## src/rtl/ram_access_ctrl_pkg.sv

```systemverilog
`default_nettype none
// ============================================================================
// Module  : ram_access_ctrl_pkg
// Brief   : Shared state encoding and default geometry for the RAM access
//           controller and its pacing sub-block.
// Revision: 1.0
// ============================================================================
package ram_access_ctrl_pkg;

    // Controller sequencing states
    typedef enum logic [2:0] {
        IDLE    = 3'd0,
        WRITE   = 3'd1,
        CLEAR   = 3'd2,
        READ    = 3'd3,
        CAPTURE = 3'd4
    } state_t;

    // Default RAM geometry: 32 words of 4 bits
    localparam int DEF_ADDR_W = 5;
    localparam int DEF_DATA_W = 4;

endpackage : ram_access_ctrl_pkg
`default_nettype wire

```

## src/rtl/ram_access_ctrl_pace_tick.sv

```systemverilog
`default_nettype none
// ============================================================================
// Module  : pace_tick
// Brief   : Free-running pace counter for the auto-scan. Counts
//           0..PACE_MAX-1 while enabled and flags the wrap cycle; held at
//           zero while disabled so a re-enable always starts a full period.
// Revision: 1.0
// ============================================================================
module pace_tick #(
    parameter int PACE_MAX = 50_000_000
) (
    input  logic clock,
    input  logic resetn,
    input  logic en,
    output logic tick
);

    localparam int              CNT_W = (PACE_MAX > 1) ? $clog2(PACE_MAX) : 1;
    localparam logic [CNT_W-1:0] LAST  = CNT_W'(PACE_MAX - 1);
    localparam logic [CNT_W-1:0] ONE   = CNT_W'(1);

    logic [CNT_W-1:0] cnt;

    // Pace count: wraps at PACE_MAX-1, cleared whenever scanning is disabled
    always_ff @(posedge clock or negedge resetn) begin
        if (!resetn) begin
            cnt <= '0;
        end else if (!en) begin
            cnt <= '0;
        end else if (cnt == LAST) begin
            cnt <= '0;
        end else begin
            cnt <= cnt + ONE;
        end
    end

    // Wrap cycle marks one scan step; consumed by a register downstream
    assign tick = en && (cnt == LAST);

endmodule : pace_tick
`default_nettype wire

```

## src/rtl/ram_access_ctrl.sv

```systemverilog
`default_nettype none
// ============================================================================
// Module  : ram_access_ctrl
// Brief   : Owns the single-port RAM pins and serialises single-word writes
//           (req/ack), a whole-memory clear and a paced auto-scan read whose
//           results are held in a display register. All outputs are
//           registered so no input reaches an output combinationally.
// Revision: 1.0
// ============================================================================
module ram_access_ctrl
    import ram_access_ctrl_pkg::*;
#(
    parameter int ADDR_W   = DEF_ADDR_W,
    parameter int DATA_W   = DEF_DATA_W,
    parameter int PACE_MAX = 50_000_000
) (
    input  logic              clock,
    input  logic              resetn,
    input  logic              wr_req,
    input  logic [ADDR_W-1:0] wr_addr,
    input  logic [DATA_W-1:0] wr_data,
    output logic              wr_ack,
    input  logic              clr_req,
    output logic              clr_done,
    input  logic              scan_en,
    output logic [ADDR_W-1:0] ram_address,
    output logic [DATA_W-1:0] ram_data,
    output logic              ram_wren,
    input  logic [DATA_W-1:0] ram_q,
    output logic [ADDR_W-1:0] disp_addr,
    output logic [DATA_W-1:0] disp_data,
    output logic              busy
);

    localparam logic [ADDR_W-1:0] ADDR_ONE  = ADDR_W'(1);
    localparam logic [ADDR_W-1:0] ADDR_LAST = {ADDR_W{1'b1}};

    state_t            state;
    state_t            next_state;
    logic [ADDR_W-1:0] scan_ptr;
    logic [ADDR_W-1:0] ptr_nxt;
    logic [ADDR_W-1:0] clr_cnt;
    logic [ADDR_W-1:0] clr_nxt;
    logic [ADDR_W-1:0] addr_nxt;
    logic [DATA_W-1:0] data_nxt;
    logic              wren_nxt;
    logic              step_pending;
    logic              step_tick;

    pace_tick #(
        .PACE_MAX (PACE_MAX)
    ) u_pace_tick (
        .clock  (clock),
        .resetn (resetn),
        .en     (scan_en),
        .tick   (step_tick)
    );

    // State, pointers and registered RAM-side outputs
    always_ff @(posedge clock or negedge resetn) begin
        if (!resetn) begin
            state       <= IDLE;
            scan_ptr    <= '0;
            clr_cnt     <= '0;
            ram_address <= '0;
            ram_data    <= '0;
            ram_wren    <= 1'b0;
            wr_ack      <= 1'b0;
            clr_done    <= 1'b0;
        end else begin
            state       <= next_state;
            scan_ptr    <= ptr_nxt;
            clr_cnt     <= clr_nxt;
            ram_address <= addr_nxt;
            ram_data    <= data_nxt;
            ram_wren    <= wren_nxt;
            wr_ack      <= (next_state == WRITE);
            clr_done    <= (state == CLEAR) && (next_state == IDLE);
        end
    end

    // Next state plus the RAM pin values that the next state will present
    always_comb begin
        next_state = state;
        ptr_nxt    = (state == CAPTURE) ? scan_ptr + ADDR_ONE : scan_ptr;
        clr_nxt    = clr_cnt;
        addr_nxt   = ptr_nxt;
        data_nxt   = '0;
        wren_nxt   = 1'b0;

        case (state)
            IDLE: begin
                if (clr_req) begin
                    next_state = CLEAR;
                end else if (wr_req) begin
                    next_state = WRITE;
                end else if (step_pending) begin
                    next_state = READ;
                end
            end
            WRITE:   next_state = IDLE;
            CLEAR:   next_state = (clr_cnt == ADDR_LAST) ? IDLE : CLEAR;
            READ:    next_state = CAPTURE;
            CAPTURE: next_state = IDLE;
            default: next_state = IDLE;
        endcase

        case (next_state)
            WRITE: begin
                addr_nxt = wr_addr;
                data_nxt = wr_data;
                wren_nxt = 1'b1;
            end
            CLEAR: begin
                clr_nxt  = (state == CLEAR) ? clr_cnt + ADDR_ONE : '0;
                addr_nxt = clr_nxt;
                wren_nxt = 1'b1;
            end
            default: begin
            end
        endcase
    end

    // At most one outstanding scan step; a new tick wins over the READ clear
    always_ff @(posedge clock or negedge resetn) begin
        if (!resetn) begin
            step_pending <= 1'b0;
        end else if (!scan_en) begin
            step_pending <= 1'b0;
        end else if (step_tick) begin
            step_pending <= 1'b1;
        end else if (state == READ) begin
            step_pending <= 1'b0;
        end
    end

    // RAM q is valid during CAPTURE, one cycle after the READ address
    always_ff @(posedge clock or negedge resetn) begin
        if (!resetn) begin
            disp_addr <= '0;
            disp_data <= '0;
        end else if (state == CAPTURE) begin
            disp_addr <= scan_ptr;
            disp_data <= ram_q;
        end
    end

    assign busy = (state != IDLE);

endmodule : ram_access_ctrl
`default_nettype wire

```

## config.mk

```make
export PLATFORM = sky130hd
export DESIGN_NAME = ram_access_ctrl
export DESIGN_NICKNAME = d
export VERILOG_FILES = /design/src/rtl/ram_access_ctrl_pkg.sv /design/src/rtl/ram_access_ctrl_pace_tick.sv /design/src/rtl/ram_access_ctrl.sv
export SDC_FILE = /design/constraint.sdc
export NUM_CORES = 1
export LEC_CHECK = 0
export ABC_AREA = 1
export CAP_MARGIN = 20
export CORE_ASPECT_RATIO = 0.8
export CORE_MARGIN = 1
export CORE_UTILIZATION = 40
export DETAILED_ROUTE_END_ITERATION = 6
export SLEW_MARGIN = 30
export SYNTH_ARGS = -nofsm -noshare
export SYNTH_HDL_FRONTEND = slang
export SYNTH_SLANG_ARGS = --single-unit
```

## constraint.sdc

```tcl
create_clock -name clock -period 3.5 [get_ports clock]
set_clock_uncertainty 0.05 [all_clocks]
set_input_delay 0.7 -clock clock [delete_from_list [all_inputs] [get_ports clock]]
set_output_delay 0.7 -clock clock [all_outputs]
set_load 0.005 [all_outputs]
```

==> PnR_summary.wiki <==
{| class="wikitable"
! Metric !! Value
|-
| Cells along the critical path || nor3_2 > inv_1 > clkdlybuf4s50_1
|-
| H-tree levels || 3
|-
| Effective utilization at floorplan || 0.4196
|-
| HP Class || flop to flop
|-
| Tcrit/Tclk final || 0.6458
|-
| DRC viols || 0
|-
| Post-route ant nets || 0
|-
| Placed insts || 555
|-
| Skew-Pair Late Insertion Delay || 0.34 ns
|-
| Post-cts sizing count || 0
|-
| Largest net degree at the start of global routing || 62
|-
| Global-route wire length before repair || 12000 um
|-
| Int Pwr || 1.375 mW
|-
| Net count after synthesis || 438
|-
| Total of hold buffers inserted after clock tree synthesis || 0
|-
| Number of register bits inferred by synthesis || 61
|-
| Total global routing overflow || 0
|-
| Fraction of synthesis flops using an asynchronous set or reset pin || 1.000
|-
| Clock sinks || 61
|-
| First-iteration detailed-routing DRC count || 185
|-
| Critical Path Fanout Max || 5
|-
| Fraction of power consumed by sequential logic || 0.444
|-
| Standard cell with the maximum stage delay on the critical path || sky130_fd_sc_hd__dfrtp_1
|-
| Maximum VDD drop || 0.0003032 V
|-
| Leakage || 1.759 nW
|-
| Clock tree from TritonCTS || done
|-
| Kind of critical path || flop to output pin
|-
| Required @ worst endpoint || 2.75 ns
|-
| Leading cell type by number of instances after synthesis || sky130_fd_sc_hd__nand2_1
|-
| Outcome || completed
|-
| Full die area || 8225 um^2
|-
| Via count of the first global-routing pass || 2476
|-
| Total power per unit cell area || 511.6 nW/um^2
|-
| Cell Area, Synth || 3146 um^2
|-
| Vias per std cell || 4.749
|-
| Antenna diode count || 0
|-
| Number of antenna violations at the first check in global routing || 0
|-
| Setup total negative slack || 0 ns
|-
| Area of the placeable core || 7497 um^2
|-
| Switch share || 0.2981
|-
| Die Ht || 81.32 um
|-
| Slew headroom || 0.4802
|-
| Clock transition at the registers of the reported paths || 0.07 ns
|-
| Post-Layout Cell Count || 570
|-
| Routed length per instance || 12.67 um
|-
| Final critical delay including setup and external delays || 2.260 ns
|-
| Combinational cell fraction of total power || 0.231
|-
| Worst Tran Pin Value || 0.7798 ns
|-
| Layout area overhead || 21.72%
|-
| Total track usage || 0.1937
|-
| Inserted Clock Buffers || 9
|-
| Drt pass-1 iters || 5
|-
| Library cell used as clock root buffer || sky130_fd_sc_hd__clkbuf_8
|-
| Critical Path Sink Type || output pin
|-
| Final count of hold timing violations || 0
|-
| Buffer levels on the longest clock path || 2
|-
| Dominant cell type by area after synthesis || sky130_fd_sc_hd__dfrtp_1
|-
| Distinct cell type count after synthesis || 26
|-
| Number of max-capacitance violations reported || 0
|-
| Fin area || 3829 um^2
|-
| Count of flip-flops with a built-in enable after synthesis || 0
|-
| Net switching power figure || 0.5838 mW
|-
| Total number of placement rows || 28
|-
| Routability-driven placement congestion ratio || 0.8949
|-
| Area after detailed placement || 3630 um^2
|-
| Number of pins exceeding their max-slew limit in the final report || 0
|-
| Count of buffers from port buffering || 39
|-
| Final Setup Violations || 0
|-
| Critical path launch point type || flop
|-
| # nets final || 483
|-
| Share of total power in the clock network || 0.325
|-
| Top-level I/O count || 40
|-
| Post-CTS setup buffers || 0
|-
| Number of standard cells after synthesis || 416
|-
| Top-area cell type share of the netlist area || 0.4853
|-
| Die width || 101.1 um
|-
| Primary flip-flop cell chosen by synthesis mapping || sky130_fd_sc_hd__dfrtp_1
|-
| Most used standard cells in the synthesized netlist || sky130_fd_sc_hd__nand2_1, sky130_fd_sc_hd__nor2_1, sky130_fd_sc_hd__dfrtp_1
|-
| Seq/Total Area, Yosys || 0.4853
|-
| Finished Core Util || 0.5107
|-
| Setup repair after global routing missed its margin || no
|-
| Max incr delay on CP || 0.45 ns
|-
| Detailed placer's ending HPWL || 5259 um
|-
| Post-Route WL || 7220 um
|-
| Warnings, synthesis || 0
|-
| Max Fclk || 442.5 MHz
|-
| Total via count in the routed design || 2707
|-
| Largest cells by area after synthesis || sky130_fd_sc_hd__dfrtp_1, sky130_fd_sc_hd__nand2_1, sky130_fd_sc_hd__nor2_1, sky130_fd_sc_hd__inv_1, sky130_fd_sc_hd__nand3_1
|-
| Synth Area per Inst || 7.561 um^2
|-
| CP Data Arrival Time || 1.51 ns
|-
| Share of cells above drive strength 1 || 0.09462
|}
==> worst max-delay path, delay by kind of cell, from the launching register on <==
| kind | cells | cell delay [ns] |
|---|---|---|
| buffers and inverters | 2 | 0.50 |
| flip-flops | 1 | 0.45 |
| AND/OR/NAND/NOR | 1 | 0.23 |
==> flip-flops by register name, summed over array words and instances, names as in the netlist, 3 cells and up <==
name,cells
state,3
scan_ptr,5
ram_data,4
u_pace_tick.cnt,26
disp_data,4
clr_cnt,5
ram_address,5
disp_addr,5
==> routing by layer <==
layer	global-route usage	vias up	wire length (um)
li1	-	1365	-
met1	0.2855	1235	3629
met2	0.2762	97	3008
met3	0.03787	10	475
met4	0.07971	0	107
met5	0	-	0
==> cell families after synthesis <==
kind of cell / after synthesis / synth area share
AOI/OAI and AO/OA: 9 / 0.01511
xor gates and xnor gates: 15 / 0.04176
adders and majority gates: 4 / 0.01591
buffers and inverters: 54 / 0.07001
DFF: 61 / 0.4853
and+or+nand+nor: 273 / 0.3719
==> through the flow <==
stage / setup WS [ns] / hold WS, ns / power (mW)
after detailed placement: 1.308 / 0.4166 / 1.338
after floorplan: 1.931 / 0.3544 / 1.142
after CTS: 1.211 / 0.4356 / 1.984
after global placement: 1.355 / 0.4090 / 1.335
after global routing: 1.129 / 0.4566 / 2.090
final: 1.240 / 0.4306 / 1.959
==> power groups by stage <==
stage	logic [mW]	registers, mW	clock network (mW)
after floorplan	0.267	0.876	0
after global placement	0.455	0.881	0
after detailed placement	0.456	0.882	0
after CTS	0.457	0.870	0.656
after global routing	0.522	0.884	0.684
final	0.453	0.870	0.636
==> final timing paths <==
check                                        start             endpoint  slack, ns  cells past startpoint
worst max-delay path                      state[1]                 busy       1.24                      3
worst min-delay path                  disp_data[0]         disp_data[0]       0.43                      2
worst max register to register  u_pace_tick.cnt[0]  u_pace_tick.cnt[16]       1.62                      7
worst min register to register        disp_data[0]         disp_data[0]       0.43                      2
max in group asynchronous                   resetn  u_pace_tick.cnt[19]       2.41                      2
min in group asynchronous                   resetn  u_pace_tick.cnt[23]       0.47                      2
==> final cells by class <==
| type | count | area, um^2 |
|---|---|---|
| tap | 105 | 131.4 |
| fill | 730 | 3669 |
| clock buffer | 11 | 151.4 |
| inverter | 48 | 180.2 |
| multi-input combinational | 301 | 1399 |
| timing repair buffer | 40 | 392.9 |
| clock inverter | 4 | 47.55 |
| sequential | 61 | 1526 |
==> cells in the final DEF (no fill, tap or decap), drive strengths merged <==
cell type        n
bufinv           1
buf              2
xnor2           10
inv             48
o21bai           1
nor2            90
xor2             5
clkinv           2
nor3b            1
a21oi            2
nand3b           4
clkbuf          11
clkdlybuf4s50   38
nand4            4
dfrtp           61
nor3             7
o21ai            6
nand3           28
clkinvlp         1
nand2          139
ha               4
(Power assumes the default switching activity.)
